--- config.mk ---
export PLATFORM = sky130hd
export DESIGN_NAME = fnd_scan_ctrl
export DESIGN_NICKNAME = d
export VERILOG_FILES = /design/src/rtl/fnd_pkg.sv /design/src/rtl/fnd_slot_timer.sv /design/src/rtl/fnd_scan_ctrl.sv
export SDC_FILE = /design/constraint.sdc
export NUM_CORES = 1
export LEC_CHECK = 0
export CAP_MARGIN = 25
export CORE_MARGIN = 2
export CORE_UTILIZATION = 54
export DETAILED_ROUTE_END_ITERATION = 7
export PLACE_DENSITY = 0.75
export SLEW_MARGIN = 40
export SYNTH_ARGS = -nofsm -noshare
export SYNTH_HDL_FRONTEND = slang
export SYNTH_SLANG_ARGS = --single-unit
--- constraint.sdc ---
create_clock -name clk -period 3.3 [get_ports clk]
set_clock_uncertainty 0.05 [all_clocks]
set_input_delay 0.33 -clock clk [delete_from_list [all_inputs] [get_ports clk]]
set_output_delay 0.33 -clock clk [all_outputs]
set_load 0.1 [all_outputs]
--- src/rtl/fnd_pkg.sv ---
// Shared types, widths and helper functions for the FND scan controller.
package fnd_pkg;

    localparam int CODE_W = 10;
    localparam int SEG_W  = 7;

    localparam logic [SEG_W-1:0] SEG_OFF = 7'h7F;

    typedef enum logic {
        ST_BLANK,
        ST_DRIVE
    } slot_state_e;

    // Active-low {g,f,e,d,c,b,a} pattern for a zero or one-hot digit code.
    function automatic logic [SEG_W-1:0] seg_decode(input logic [CODE_W-1:0] code);
        logic [SEG_W-1:0] segs;
        case (code)
            10'd0:   segs = 7'b1000000;
            10'd1:   segs = 7'b1111001;
            10'd2:   segs = 7'b0100100;
            10'd4:   segs = 7'b0110000;
            10'd8:   segs = 7'b0011001;
            10'd16:  segs = 7'b0010010;
            10'd32:  segs = 7'b0000010;
            10'd64:  segs = 7'b1111000;
            10'd128: segs = 7'b0000000;
            10'd256: segs = 7'b0011000;
            10'd512: segs = 7'b0001000;
            default: segs = SEG_OFF;
        endcase
        return segs;
    endfunction

    // A code is legal when it is zero or has exactly one bit set.
    function automatic logic is_valid_code(input logic [CODE_W-1:0] code);
        return (code & (code - 10'd1)) == '0;
    endfunction

endpackage

--- src/rtl/fnd_slot_timer.sv ---
// Slot sequencer: alternates blanking gaps and digit drive windows, walks the
// digit index and flags the frame boundary.
module fnd_slot_timer
    import fnd_pkg::*;
#(
    parameter int NUM_DIGITS   = 6,
    parameter int TICK_DIV     = 50000,
    parameter int BLANK_CYCLES = 16,
    parameter int IDX_W        = (NUM_DIGITS > 1) ? $clog2(NUM_DIGITS) : 1
) (
    input  logic             clk,
    input  logic             rst_n,
    output slot_state_e      state_o,
    output logic [IDX_W-1:0] idx_o,
    output logic             frame_boundary_o
);

    localparam int MAX_LEN = (TICK_DIV > BLANK_CYCLES) ? TICK_DIV : BLANK_CYCLES;
    localparam int CNT_W   = $clog2(MAX_LEN + 1);

    localparam logic [CNT_W-1:0] TICK_LAST  = CNT_W'(TICK_DIV - 1);
    localparam logic [CNT_W-1:0] BLANK_LAST = CNT_W'(BLANK_CYCLES - 1);
    localparam logic [IDX_W-1:0] IDX_LAST   = IDX_W'(NUM_DIGITS - 1);

    slot_state_e      state_q;
    logic [CNT_W-1:0] cnt_q;
    logic [IDX_W-1:0] idx_q;

    // Slot FSM: count out each phase, restart the counter on every phase change.
    always_ff @(posedge clk or negedge rst_n) begin
        if (!rst_n) begin
            state_q <= ST_BLANK;
            cnt_q   <= '0;
            idx_q   <= '0;
        end else begin
            case (state_q)
                ST_BLANK: begin
                    if (cnt_q == BLANK_LAST) begin
                        state_q <= ST_DRIVE;
                        cnt_q   <= '0;
                    end else begin
                        cnt_q <= cnt_q + CNT_W'(1);
                    end
                end
                ST_DRIVE: begin
                    if (cnt_q == TICK_LAST) begin
                        state_q <= ST_BLANK;
                        cnt_q   <= '0;
                        idx_q   <= (idx_q == IDX_LAST) ? '0 : idx_q + IDX_W'(1);
                    end else begin
                        cnt_q <= cnt_q + CNT_W'(1);
                    end
                end
                default: begin
                    state_q <= ST_BLANK;
                    cnt_q   <= '0;
                end
            endcase
        end
    end

    // The boundary is the last drive cycle of the last digit, i.e. the edge where idx wraps.
    always_comb begin
        frame_boundary_o = (state_q == ST_DRIVE) && (cnt_q == TICK_LAST) && (idx_q == IDX_LAST);
    end

    assign state_o = state_q;
    assign idx_o   = idx_q;

endmodule

--- src/rtl/fnd_scan_ctrl.sv ---
// Multiplexed common-anode FND driver with double-buffered digit codes and
// frame-synchronous bank swap.
module fnd_scan_ctrl
    import fnd_pkg::*;
#(
    parameter int NUM_DIGITS   = 6,
    parameter int TICK_DIV     = 50000,
    parameter int BLANK_CYCLES = 16
) (
    input  logic                  clk,
    input  logic                  rst_n,
    input  logic                  wr_en,
    input  logic [2:0]            wr_idx,
    input  logic [CODE_W-1:0]     wr_code,
    input  logic                  commit,
    output logic                  wr_ready,
    input  logic                  blank_all,
    output logic [SEG_W-1:0]      seg,
    output logic [NUM_DIGITS-1:0] dig_sel,
    output logic                  err
);

    localparam int IDX_W = (NUM_DIGITS > 1) ? $clog2(NUM_DIGITS) : 1;
    localparam logic [3:0] DIGITS = 4'(NUM_DIGITS);

    slot_state_e      slot_state;
    logic [IDX_W-1:0] slot_idx;
    logic             frame_boundary;

    fnd_slot_timer #(
        .NUM_DIGITS  (NUM_DIGITS),
        .TICK_DIV    (TICK_DIV),
        .BLANK_CYCLES(BLANK_CYCLES),
        .IDX_W       (IDX_W)
    ) u_timer (
        .clk             (clk),
        .rst_n           (rst_n),
        .state_o         (slot_state),
        .idx_o           (slot_idx),
        .frame_boundary_o(frame_boundary)
    );

    logic [CODE_W-1:0]     active_q [NUM_DIGITS];
    logic [CODE_W-1:0]     active_d [NUM_DIGITS];
    logic [CODE_W-1:0]     shadow_q [NUM_DIGITS];
    logic [CODE_W-1:0]     shadow_d [NUM_DIGITS];
    logic                  pending_q, pending_d;
    logic                  wr_ready_q, wr_ready_d;
    logic                  err_q, err_d;
    logic [SEG_W-1:0]      seg_q, seg_d;
    logic [NUM_DIGITS-1:0] dig_sel_q, dig_sel_d;
    logic                  wr_take;
    logic                  wr_good;
    logic [CODE_W-1:0]     cur_code;

    // Host side: shadow writes, error flag, and the commit that waits for a frame boundary.
    always_comb begin
        shadow_d   = shadow_q;
        active_d   = active_q;
        pending_d  = pending_q;
        wr_ready_d = wr_ready_q;
        err_d      = err_q;
        wr_take    = wr_en && wr_ready_q;
        wr_good    = ({1'b0, wr_idx} < DIGITS) && is_valid_code(wr_code);
        if (wr_take) begin
            if (wr_good) begin
                for (int i = 0; i < NUM_DIGITS; i++) begin
                    if (wr_idx == 3'(i)) begin
                        shadow_d[i] = wr_code;
                    end
                end
            end else begin
                err_d = 1'b1;
            end
        end
        if (frame_boundary && pending_q) begin
            active_d   = shadow_q;
            pending_d  = 1'b0;
            wr_ready_d = 1'b1;
        end else if (commit && wr_ready_q) begin
            pending_d  = 1'b1;
            wr_ready_d = 1'b0;
        end
    end

    // Pin side: pick the active code for the current slot and shape the next pin values.
    always_comb begin
        cur_code = '0;
        for (int i = 0; i < NUM_DIGITS; i++) begin
            if (slot_idx == IDX_W'(i)) begin
                cur_code = active_q[i];
            end
        end
        seg_d     = SEG_OFF;
        dig_sel_d = '1;
        if (!blank_all && (slot_state == ST_DRIVE)) begin
            seg_d = seg_decode(cur_code);
            for (int i = 0; i < NUM_DIGITS; i++) begin
                if (slot_idx == IDX_W'(i)) begin
                    dig_sel_d[i] = 1'b0;
                end
            end
        end
    end

    // State and output registers; reset drops any pending commit and darkens the display.
    always_ff @(posedge clk or negedge rst_n) begin
        if (!rst_n) begin
            for (int i = 0; i < NUM_DIGITS; i++) begin
                active_q[i] <= '0;
                shadow_q[i] <= '0;
            end
            pending_q  <= 1'b0;
            wr_ready_q <= 1'b1;
            err_q      <= 1'b0;
            seg_q      <= SEG_OFF;
            dig_sel_q  <= '1;
        end else begin
            for (int i = 0; i < NUM_DIGITS; i++) begin
                active_q[i] <= active_d[i];
                shadow_q[i] <= shadow_d[i];
            end
            pending_q  <= pending_d;
            wr_ready_q <= wr_ready_d;
            err_q      <= err_d;
            seg_q      <= seg_d;
            dig_sel_q  <= dig_sel_d;
        end
    end

    assign wr_ready = wr_ready_q;
    assign err      = err_q;
    assign seg      = seg_q;
    assign dig_sel  = dig_sel_q;

endmodule
### Yosys cells after proc, flatten, opt, wreduce, memory -nomap -nowiden

Cells that the tools add are included.

| operators by class | value |
|---|---|
| equality and inequality tests | 22 |
| magnitude comparators | 1 |
| shift operators | 0 |
| div/mod/pow operators | 0 |
| multiply operators | 0 |
| reduce and logical (&&, ||, !) cells | 21 |
| $add $sub $neg | 3 |
| bitwise gates (word level) | 3 |
| muxes and demuxes | 26 |

Operators with widths:

| kind | number |
|---|---|
| one-hot mux 7 bit (11 select lines) | 1 |
| 2-to-1 mux 10 bit | 6 |
| 2-to-1 mux 16 bit | 2 |
| one-hot mux 16 bit (2 select lines) | 1 |
| zero test 10 bit | 2 |
| AND reduction 3 bit | 6 |
| adder 16 x 1 -> 16 bit (second input constant) | 1 |
| == test 16 bit (second input constant) | 1 |
| == test 16 x 4 -> 1 bit (second input constant) | 1 |
| == test 3 x 2 -> 1 bit (second input constant) | 4 |
| == test 3 bit (second input constant) | 4 |
| 2-to-1 mux 1 bit | 12 |
| bitwise AND 10 bit | 1 |
| == test 10 x 1 -> 1 bit (second input constant) | 1 |
| == test 10 bit (second input constant) | 1 |
| == test 10 x 2 -> 1 bit (second input constant) | 1 |
| == test 10 x 3 -> 1 bit (second input constant) | 1 |
| == test 10 x 4 -> 1 bit (second input constant) | 1 |
| == test 10 x 5 -> 1 bit (second input constant) | 1 |
| == test 10 x 6 -> 1 bit (second input constant) | 1 |
| == test 10 x 7 -> 1 bit (second input constant) | 1 |
| == test 10 x 8 -> 1 bit (second input constant) | 1 |
| == test 10 x 9 -> 1 bit (second input constant) | 1 |
| subtractor 10 x 1 -> 10 bit (second input constant) | 1 |
| 13 further kinds | 23 |

| word-level totals | value |
|---|---|
| output and inout bits | 15 |
| memories | 0 |
| input port bits | 18 |
| register bits after elaboration | 156 |
| bits in latches | 0 |
| bits in writable memories | 0 |
| memory bits (read-only) | 0 |
| word-level logic and storage cells | 96 |

### Depth between registers and ports, before layout

Gate-level depths: netlist of run 1.

| depth | value |
|---|---|
| depth after elaboration | 10 |
| depth in mapped cells | 15 |
| depth with buffers taken out | 10 |

### Hierarchy

From an unflattened synthesis of run 1, not the netlist that was laid out.

| unflattened totals | value |
|---|---|
| cell total of the unflattened synthesis | 515 |
| area, all modules | 6945.4 µm² |

Modules (own cells, without submodules):

| module | sequential area each (µm²) | cells each | area each (µm²) | times used |
|---|---|---|---|---|
| fnd_scan_ctrl | 3420.8 | 425 | 5970.7 | 1 |
| fnd_slot_timer | 500.5 | 90 | 974.7 | 1 |

### Worst setup path before layout of run 1

Ideal clock, no wire load.

| timing | value |
|---|---|
| path type | register -> register |
| start | reg u_timer.idx_q[0], in the netlist u_timer.idx_o[0] |
| end | reg seg_q[2], in the netlist seg[2] |
| cell stages (with the launch flop) | 14 |
| arrival | 3.209 ns |
| required time | 3.136 ns |
| clock period less this slack | 3.373 ns |
| path buffers | 5 |
| path slack | -0.073 ns |
| library setup time | 0.114 ns |
| cells stage by stage | dfrtp_1 buf_6 buf_6 buf_6 buf_2 and2_1 ha_1 buf_1 a311oi_2 nand2_2 or3_4 o31a_1 a311oi_2 o311ai_1 |

| between the ends | value |
|---|---|
| longest elaborated chain between the ends | 10 |
| elaborated cells on any way between the ends | 25 |
| classes of those cells | 15 x eq/ne; 8 x mux; 2 x reduce/logical |

RTL lines:

| item | line | text |
|---|---|---|
| from (decl) | fnd_slot_timer.sv:27 | `logic [IDX_W-1:0] idx_q;` |
| from (signal assigned) | fnd_slot_timer.sv:49 | `idx_q <= (idx_q == IDX_LAST) ? '0 : idx_q + IDX_W'(1);` |
| zero test 3 bit | fnd_scan_ctrl.sv:90 | `if (slot_idx == IDX_W'(i)) begin` |
| 2-to-1 mux 10 bit (5 in series) | fnd_scan_ctrl.sv:90 |  |
| 2-to-1 mux 10 bit (*) | fnd_scan_ctrl.sv:90 |  |
| == test 10 bit (tied with other cells) | fnd_pkg.sv:17 | `case (code)` |
| one-hot mux 7 bit (11 select lines) (*) | fnd_pkg.sv:17 |  |
| 2-to-1 mux 7 bit (*) | fnd_scan_ctrl.sv:96 | `if (!blank_all && (slot_state == ST_DRIVE)) begin` |
| net seg_d[2] | fnd_scan_ctrl.sv:50 | `logic [SEG_W-1:0] seg_q, seg_d;` |
| to (signal assigned) | fnd_scan_ctrl.sv:126 | `seg_q <= seg_d;` |
| to (decl) | fnd_scan_ctrl.sv:50 |  |

The timed path passes the listed nets; every way through them passes the cells marked *.
A chain may end at the register's enable or synchronous reset.

### Worst setup path in the final report of run 1

Ends and elaborated chain as after synthesis.

==> reports/qor.yml, run 1 <==
detailed_routing:
  antenna_left: 0
  vias_per_cell: 5.611
  via_count: 5078
  wl_met1_um: 6946
  wl_met3_um: 747
  highest_layer: "met4"
  met2_length_um: 7406
  drc: 0
  firstDrtPassIters: 5
  avgRoutedWirePerCell_um: 16.98
  drtIter0Drc: 358
  wl_um: 15370
flow_run:
  cap_violations: 0
yosys:
  synth_top_area_cell: "dfrtp_1"
  synth_ff_type: "dfrtp_1"
  ys_warn_count: 0
  syn-num-nets: 689
  yosysTopAreaCellShare_pct: 50.21
  syn_inst: 669
  synth_most_common_cell: "nand2_1"
  synth_area_leaders: "dfrtp_1 (50%), nand2_1 (9.5%), mux2_2 (6.7%)"
  synth_edf_count: 0
  synth_common_cells: "nand2_1 (179), dfrtp_1 (142), mux2_2 (42)"
  synth_seq_area_share_pct: 55.41
  synth_area_sq_um: 7077
  synthArstFlopShare_pct: 100.0
  ys_seq_elements: 156
  syn_area_per_cell_sq_um: 10.58
  synth_cell_types: 59
clocking:
  cts-root-buf: "clkbuf_16"
  cts_tree: "done"
  clk_latency_ps: 440
  cts_sinks: 156
  cts-htree-levels: 4
  cts_max_path_buffers: 2
  cts_made_buffers: 17
  clkTransAtPathRegs_ps: 60
die:
  die_width_um: 118.5
  initial_core_util_pct: 55.63
  io_pins: 33
  rows: 41
  die-area_sq_um: 14040
  die_h_um: 118.5
  core_area_sq_um: 12720
sta:
  hold_viol_final: 0
  fin_crit_sh_pct: 94.86
  worst_slack_ps: 169.8
  max_freq_mhz: 319.5
  setup_viol: 0
  finalMaxSlewViolations: 0
  whs_ps: 324.6
  min_period_ps: 3130
  grt_setup_unrepaired: "no"
  tns_ps: 0
  worst_pin_slew_ps: 723.3
  relSlewSlack_pct: 51.78
critical_path:
  cp_max_fo: 9
  arrival_ps: 3410
  crit_path_end_kind: "flip-flop"
  rr_endpoint: "seg[2]"
  reg2reg_from: "u_timer.idx_o[0]"
  r2r_cells: 10
  path_class: "flip-flop to flip-flop"
  crit_path_start_kind: "flip-flop"
  required_ps: 3580
  rrSetupSlack_ps: 170
final_layout:
  fin_nets: 740
  regArea_sq_um: 3921
  layout.cells.non_filler: 905
  layout-drive-gt1-share_pct: 21.15
  multiInputGateArea_sq_um: 2928
  syn_to_final_growth_pct: 16.80
  fillers: 1024
  n_antenna_cell: 0
placed_design:
  port_buffers: 32
  dp_hpwl_um: 10100
  dp_cells: 870
  place.gp.congestion: 0.9493
  pre_cts_slack_ps: 14.93
pwr:
  leakage_uw: 0.004080
  total_power_uw: 3980
  powerDensity_nw_per_um2: 481.5
  vdd_drop_max_uv: 364.1
global_route:
  grt_max_degree: 115
  antenna_found_initial: 0
  overflow: 0
  grt_pass1_vias: 5139
  grtUsageTotal_pct: 23.79
  grt_pass1_wl_um: 26120
hold_path:
  hold_class: "input port to asynchronous set/reset pin"
status:
  status: "finished, final reports clean"
placed cells by master, fill, tap and decap left out, types with 3 or more instances in the layout:
master           instances
nor2_1                  33
a311oi_1                 3
mux2_2                  42
nand2b_1                 3
a311oi_2                 3
o21bai_1                 9
maj3_1                   4
dfrtp_1                142
buf_4                   31
and3_1                   6
nor2b_1                  5
a221oi_1                 9
clkdlybuf4s50_1         16
a21oi_1                  5
mux2_1                  20
buf_12                   3
xnor2_1                  9
dfstp_2                 14
clkbuf_16               17
clkinv_4                 5
nor3_1                   4
nand4_1                  4
a311oi_4                 3
buf_2                   14
nand2_1                179
o311ai_1                 3
nor4_1                   3
inv_1                   18
inv_6                    4
xor2_1                  10
nand2_2                  3
nand3b_1                13
o21ai_0                 15
and2_1                   4
nand3_1                 27
mux2i_1                  9
how the worst max path moves through the flow:
stage          cells past startpoint           end        startpoint  slack (ps)
4_1_cts                           10        seg[2]  u_timer.idx_o[0]         210
5_1_grt                           10        seg[2]  u_timer.idx_o[0]          20
3_3_place_gp                       9  shadow_q[23]        wr_code[3]         110
2_1_floorplan                     15        seg[2]  u_timer.idx_o[0]          30
3_5_place_dp                       9  shadow_q[23]        wr_code[3]          10
6_report                          10        seg[2]  u_timer.idx_o[0]         170
metal layers:
metal,vias to the layer above,global-route usage (%)
li1,2389,-
met1,2519,32.06
met2,145,37.17
met3,25,5.985
met4,0,9.301
met5,-,0
critical path, stage by stage, from the launching register on:
cell and delay [ps]:
dfrtp_1 430, and2_1 160, ha_1 160, or2_1 370, a221oi_1 140, a311oi_4 360
nand2_2 150, or3_4 420, o31a_1 320, a311oi_2 310, o311ai_1 150
final cells by class:
cell class                 count  share of cell area (%)
clock buffer                  19                   5.480
clock inverter                13                   1.605
inverter                      19                  0.8629
multi-input combinational    460                   35.42
sequential                   156                   47.44
tap                          172                   2.604
timing repair buffer          66                   6.585
report_power, final:
group | total (uW) | switching [uW] | internal (uW) | leakage, uW
sequential | 1930 | 2.33 | 1920 | 0.00211
clock | 1910 | 813 | 1090 | 0.000287
combinational | 147 | 109 | 38.0 | 0.00168
stage by stage:
stage          util (%)  instance area (sq um)
4_1_cts           64.85                   8250
6_report          64.97                   8265
3_3_place_gp      60.72                   7725
5_1_grt           64.97                   8265
3_5_place_dp      60.17                   7655
2_1_floorplan         -                   7089
cells by family (layout without fill, tap and decap cells):
logic type / count (synthesis) / after routing / share of synthesized area [%]
XOR/XNOR: 19 / 19 / 2.351
buffers and inverters: 53 / 117 / 3.394
AND/OR/NAND/NOR: 296 / 296 / 18.86
AO/OA/AOI/OAI: 68 / 68 / 7.921
multiplexers: 71 / 71 / 11.14
adder cells (fa/ha/maj): 6 / 6 / 0.9193
flip-flops: 156 / 156 / 55.41
repair_timing:
action | CTS | global route
setup buffers | 0 | 2
hold buffers | 1 | 0
resized for setup | 0 | 0
hold endpoints to repair | 29 | 0
setup endpoints to repair | 0 | 4
sequential cells by signal, summed over array words and instances, names as in the netlist:
register / flops
active_q: 60
shadow_q: 60
u_timer.cnt_q: 16
seg: 7
dig_sel: 6
u_timer.idx_o: 3
err: 1
pending_q: 1
u_timer.state_o: 1
wr_ready: 1
No activity file was read; power rests on OpenSTA's default activity.
==> run 2: changes to the inputs <==
Settings changed: SLEW_MARGIN 40 to unset.
==> run 2 against run 1 <==
Net effect: global-route usage down 0.28 points; sequential cell count unchanged; power up 2.2%; combinational power up 3%; final cell count down 0.22%; sequential power about the same; largest cell class unchanged; largest power group is now the clock network; highest routed layer unchanged.
==> reports/qor.yml, run 2 (synthesis results as in run 1) <==
status:
  status: "finished, final reports clean"  # unchanged
placed_design:
  postPlaceCellArea_sq_um: 7725  # was 7655 sq um
  port_buffers: 32  # unchanged
  dp_cells: 870  # unchanged
  place.gp.congestion: 0.9493  # unchanged
  dp_hpwl_um: 10150  # was 10100 um
critical_path:
  crit_family: "compound AO/OA/AOI/OAI gates"  # unchanged
  cp_slowest_cell: "dfrtp_1"  # unchanged
  crit_path_start_kind: "flip-flop"  # unchanged
  arrival_ps: 3370  # was 3410 ps
  worstPathCellList: "and2_1 > ha_1 > or2_1 > a221oi_1 > a311oi_4 > nand2_2 > or3_4 > o31a_1 > a311oi_2 > o311ai_1"  # unchanged
  path_class: "flip-flop to flip-flop"  # unchanged
  cp_max_fo: 9  # unchanged
  rrSetupSlack_ps: 200  # was 170 ps
  crit_path_end_kind: "flip-flop"  # unchanged
  required_ps: 3570  # was 3580 ps
  critPathBufInv: 0  # unchanged
  cpPeakStageDelay_ps: 440  # was 430 ps
die:
  die_width_um: 118.5  # unchanged
  io_pins: 33  # unchanged
  rows: 41  # unchanged
  core_area_sq_um: 12720  # unchanged
  initial_core_util_pct: 55.63  # unchanged
  die_h_um: 118.5  # unchanged
  die-area_sq_um: 14040  # unchanged
global_route:
  grt_use_met2_pct: 37.03  # was 37.17%
  gr-max-usage-layer: "met2"  # unchanged
  grt_pass1_vias: 5041  # was 5139
  grtUsageTotal_pct: 23.51  # was 23.79%
  grt_max_degree: 115  # unchanged
  grt_util_met1_pct: 31.61  # was 32.06%
  grt_use_met3_pct: 6.033  # was 5.985%
  antenna_found_initial: 0  # unchanged
  overflow: 0  # unchanged
  grt_pass1_wl_um: 25880  # was 26120 um
sta:
  setup_viol: 0  # unchanged
  tns_ps: 0  # unchanged
  min_period_ps: 3103  # was 3130 ps
  max_freq_mhz: 322.3  # was 319.5 MHz
  whs_ps: 328.0  # was 324.6 ps
  hold_viol_final: 0  # unchanged
  grt_setup_unrepaired: "no"  # unchanged
  fin_crit_sh_pct: 94.02  # was 94.86%
  worst_pin_slew_ps: 969.0  # was 723.3 ps
  finalMaxSlewViolations: 0  # unchanged
  relSlewSlack_pct: 35.20  # was 51.78%
detailed_routing:
  drc: 0  # unchanged
  avgRoutedWirePerCell_um: 17.05  # was 16.98 um
  wl_um: 15390  # was 15370 um
  firstDrtPassIters: 5  # unchanged
  antenna_left: 0  # unchanged
  via_count: 5094  # was 5078
  drtIter0Drc: 385  # was 358
  vias_per_cell: 5.641  # was 5.611
final_layout:
  layout.cells.non_filler: 903  # was 905
  layout-drive-gt1-share_pct: 19.02  # was 21.15%
  syn_to_final_growth_pct: 17.95  # was 16.80%
  postLayoutCellArea_sq_um: 8347  # was 8265 sq um
  mostFrequentLayoutCells: "nand2_1 (179), dfrtp_1 (142), mux2_2 (42), nor2_1 (33)"  # was nand2_1 (179), dfrtp_1 (142), mux2_2 (42), nor2_1 (33), buf_4 (31)
  fin_nets: 739  # was 740
  n_antenna_cell: 0  # unchanged
  fillers: 1029  # was 1024
  top_regs: "active_q (60), shadow_q (60), u_timer.cnt_q (16)"  # unchanged
  layout_commonest_cell: "nand2_1"  # unchanged
hold_path:
  hold_class: "input port to asynchronous set/reset pin"  # unchanged
flow_run:
  cap_violations: 0  # unchanged
pwr:
  vdd_drop_max_uv: 366.9  # was 364.1 uV
  leakage_uw: 0.004088  # was 0.004080 uW
  clkPwrFrac_pct: 48.9  # was 47.9%
  combinationalPowerShare_pct: 3.7  # about the same
  powerDensity_nw_per_um2: 487.2  # was 481.5 nW/um^2
  total_power_uw: 4067  # was 3980 uW
  netSwitchingFraction_pct: 21.93  # was 23.22%
  power_frac_seq_pct: 47.4  # was 48.4%
  internal_power_uw: 3175  # was 3056 uW
  power_switching_uw: 891.7  # was 924.3 uW
clocking:
  clk_latency_ps: 430  # was 440 ps
  cts_sinks: 156  # unchanged
  cts_made_buffers: 17  # unchanged
  cts_max_path_buffers: 2  # unchanged
  cts-htree-levels: 4  # unchanged
  clkTransAtPathRegs_ps: 60  # about the same
  cts-root-buf: "clkbuf_16"  # unchanged
  cts_tree: "done"  # unchanged
run 2: power by group through the flow:
stage          logic (uW)  clock network [uW]  registers, uW
5_1_grt               166                2100           1930
4_1_cts               156                2020           1930
3_5_place_dp          154                   0           1960
3_3_place_gp          152                   0           1960
2_1_floorplan        18.7                   0           2000
6_report              152                1990           1930
run 2: repair_timing:
| action | 4_1_cts | 5_1_grt |
|---|---|---|
| gates resized for setup | 0 | 0 |
| setup buffers | 0 | 1 |
| hold buffers | 1 | 0 |
| endpoints found under the setup margin | 0 | 4 |
| hold endpoints to repair | 29 | 0 |
run 2: final timing paths:
path | startpoint | endpoint | cells past startpoint
min in group clk | shadow_q[52] | active_q[52] | 2
setup / recovery | u_timer.idx_o[0] | seg[2] | 10
hold reg to reg | shadow_q[52] | active_q[52] | 2
hold / removal | rst_n | u_timer.cnt_q[15] | 2
setup reg to reg | u_timer.idx_o[0] | seg[2] | 10
max in group asynchronous | rst_n | active_q[12] | 3
run 2: metal layers:
| layer | vias to the layer above | wire length (um) |
|---|---|---|
| met4 | 0 | 281 |
| met2 | 152 | 7372 |
| met3 | 22 | 816 |
| met1 | 2542 | 6923 |
| li1 | 2378 | - |
| met5 | - | 0 |
run 2: layout make-up:
type	count	area, sq um	share of cell area, %
Sequential cell	156	3921	46.98
Multi-Input combinational cell	460	2928	35.08
Timing Repair Buffer	65	606.8	7.270
Clock buffer	18	439.2	5.262
Tap cell	172	215.2	2.578
Clock inverter	13	165.2	1.979
Inverter	19	71.32	0.8544
run 2: per-stage QoR:
| stage | worst slack [ps] | util (%) |
|---|---|---|
| 2_1_floorplan | 26.20 | - |
| 3_3_place_gp | 105.1 | 60.72 |
| 3_5_place_dp | 6.058 | 60.72 |
| 4_1_cts | 199.1 | 65.55 |
| 5_1_grt | 19.85 | 65.61 |
| 6_report | 197.5 | 65.61 |
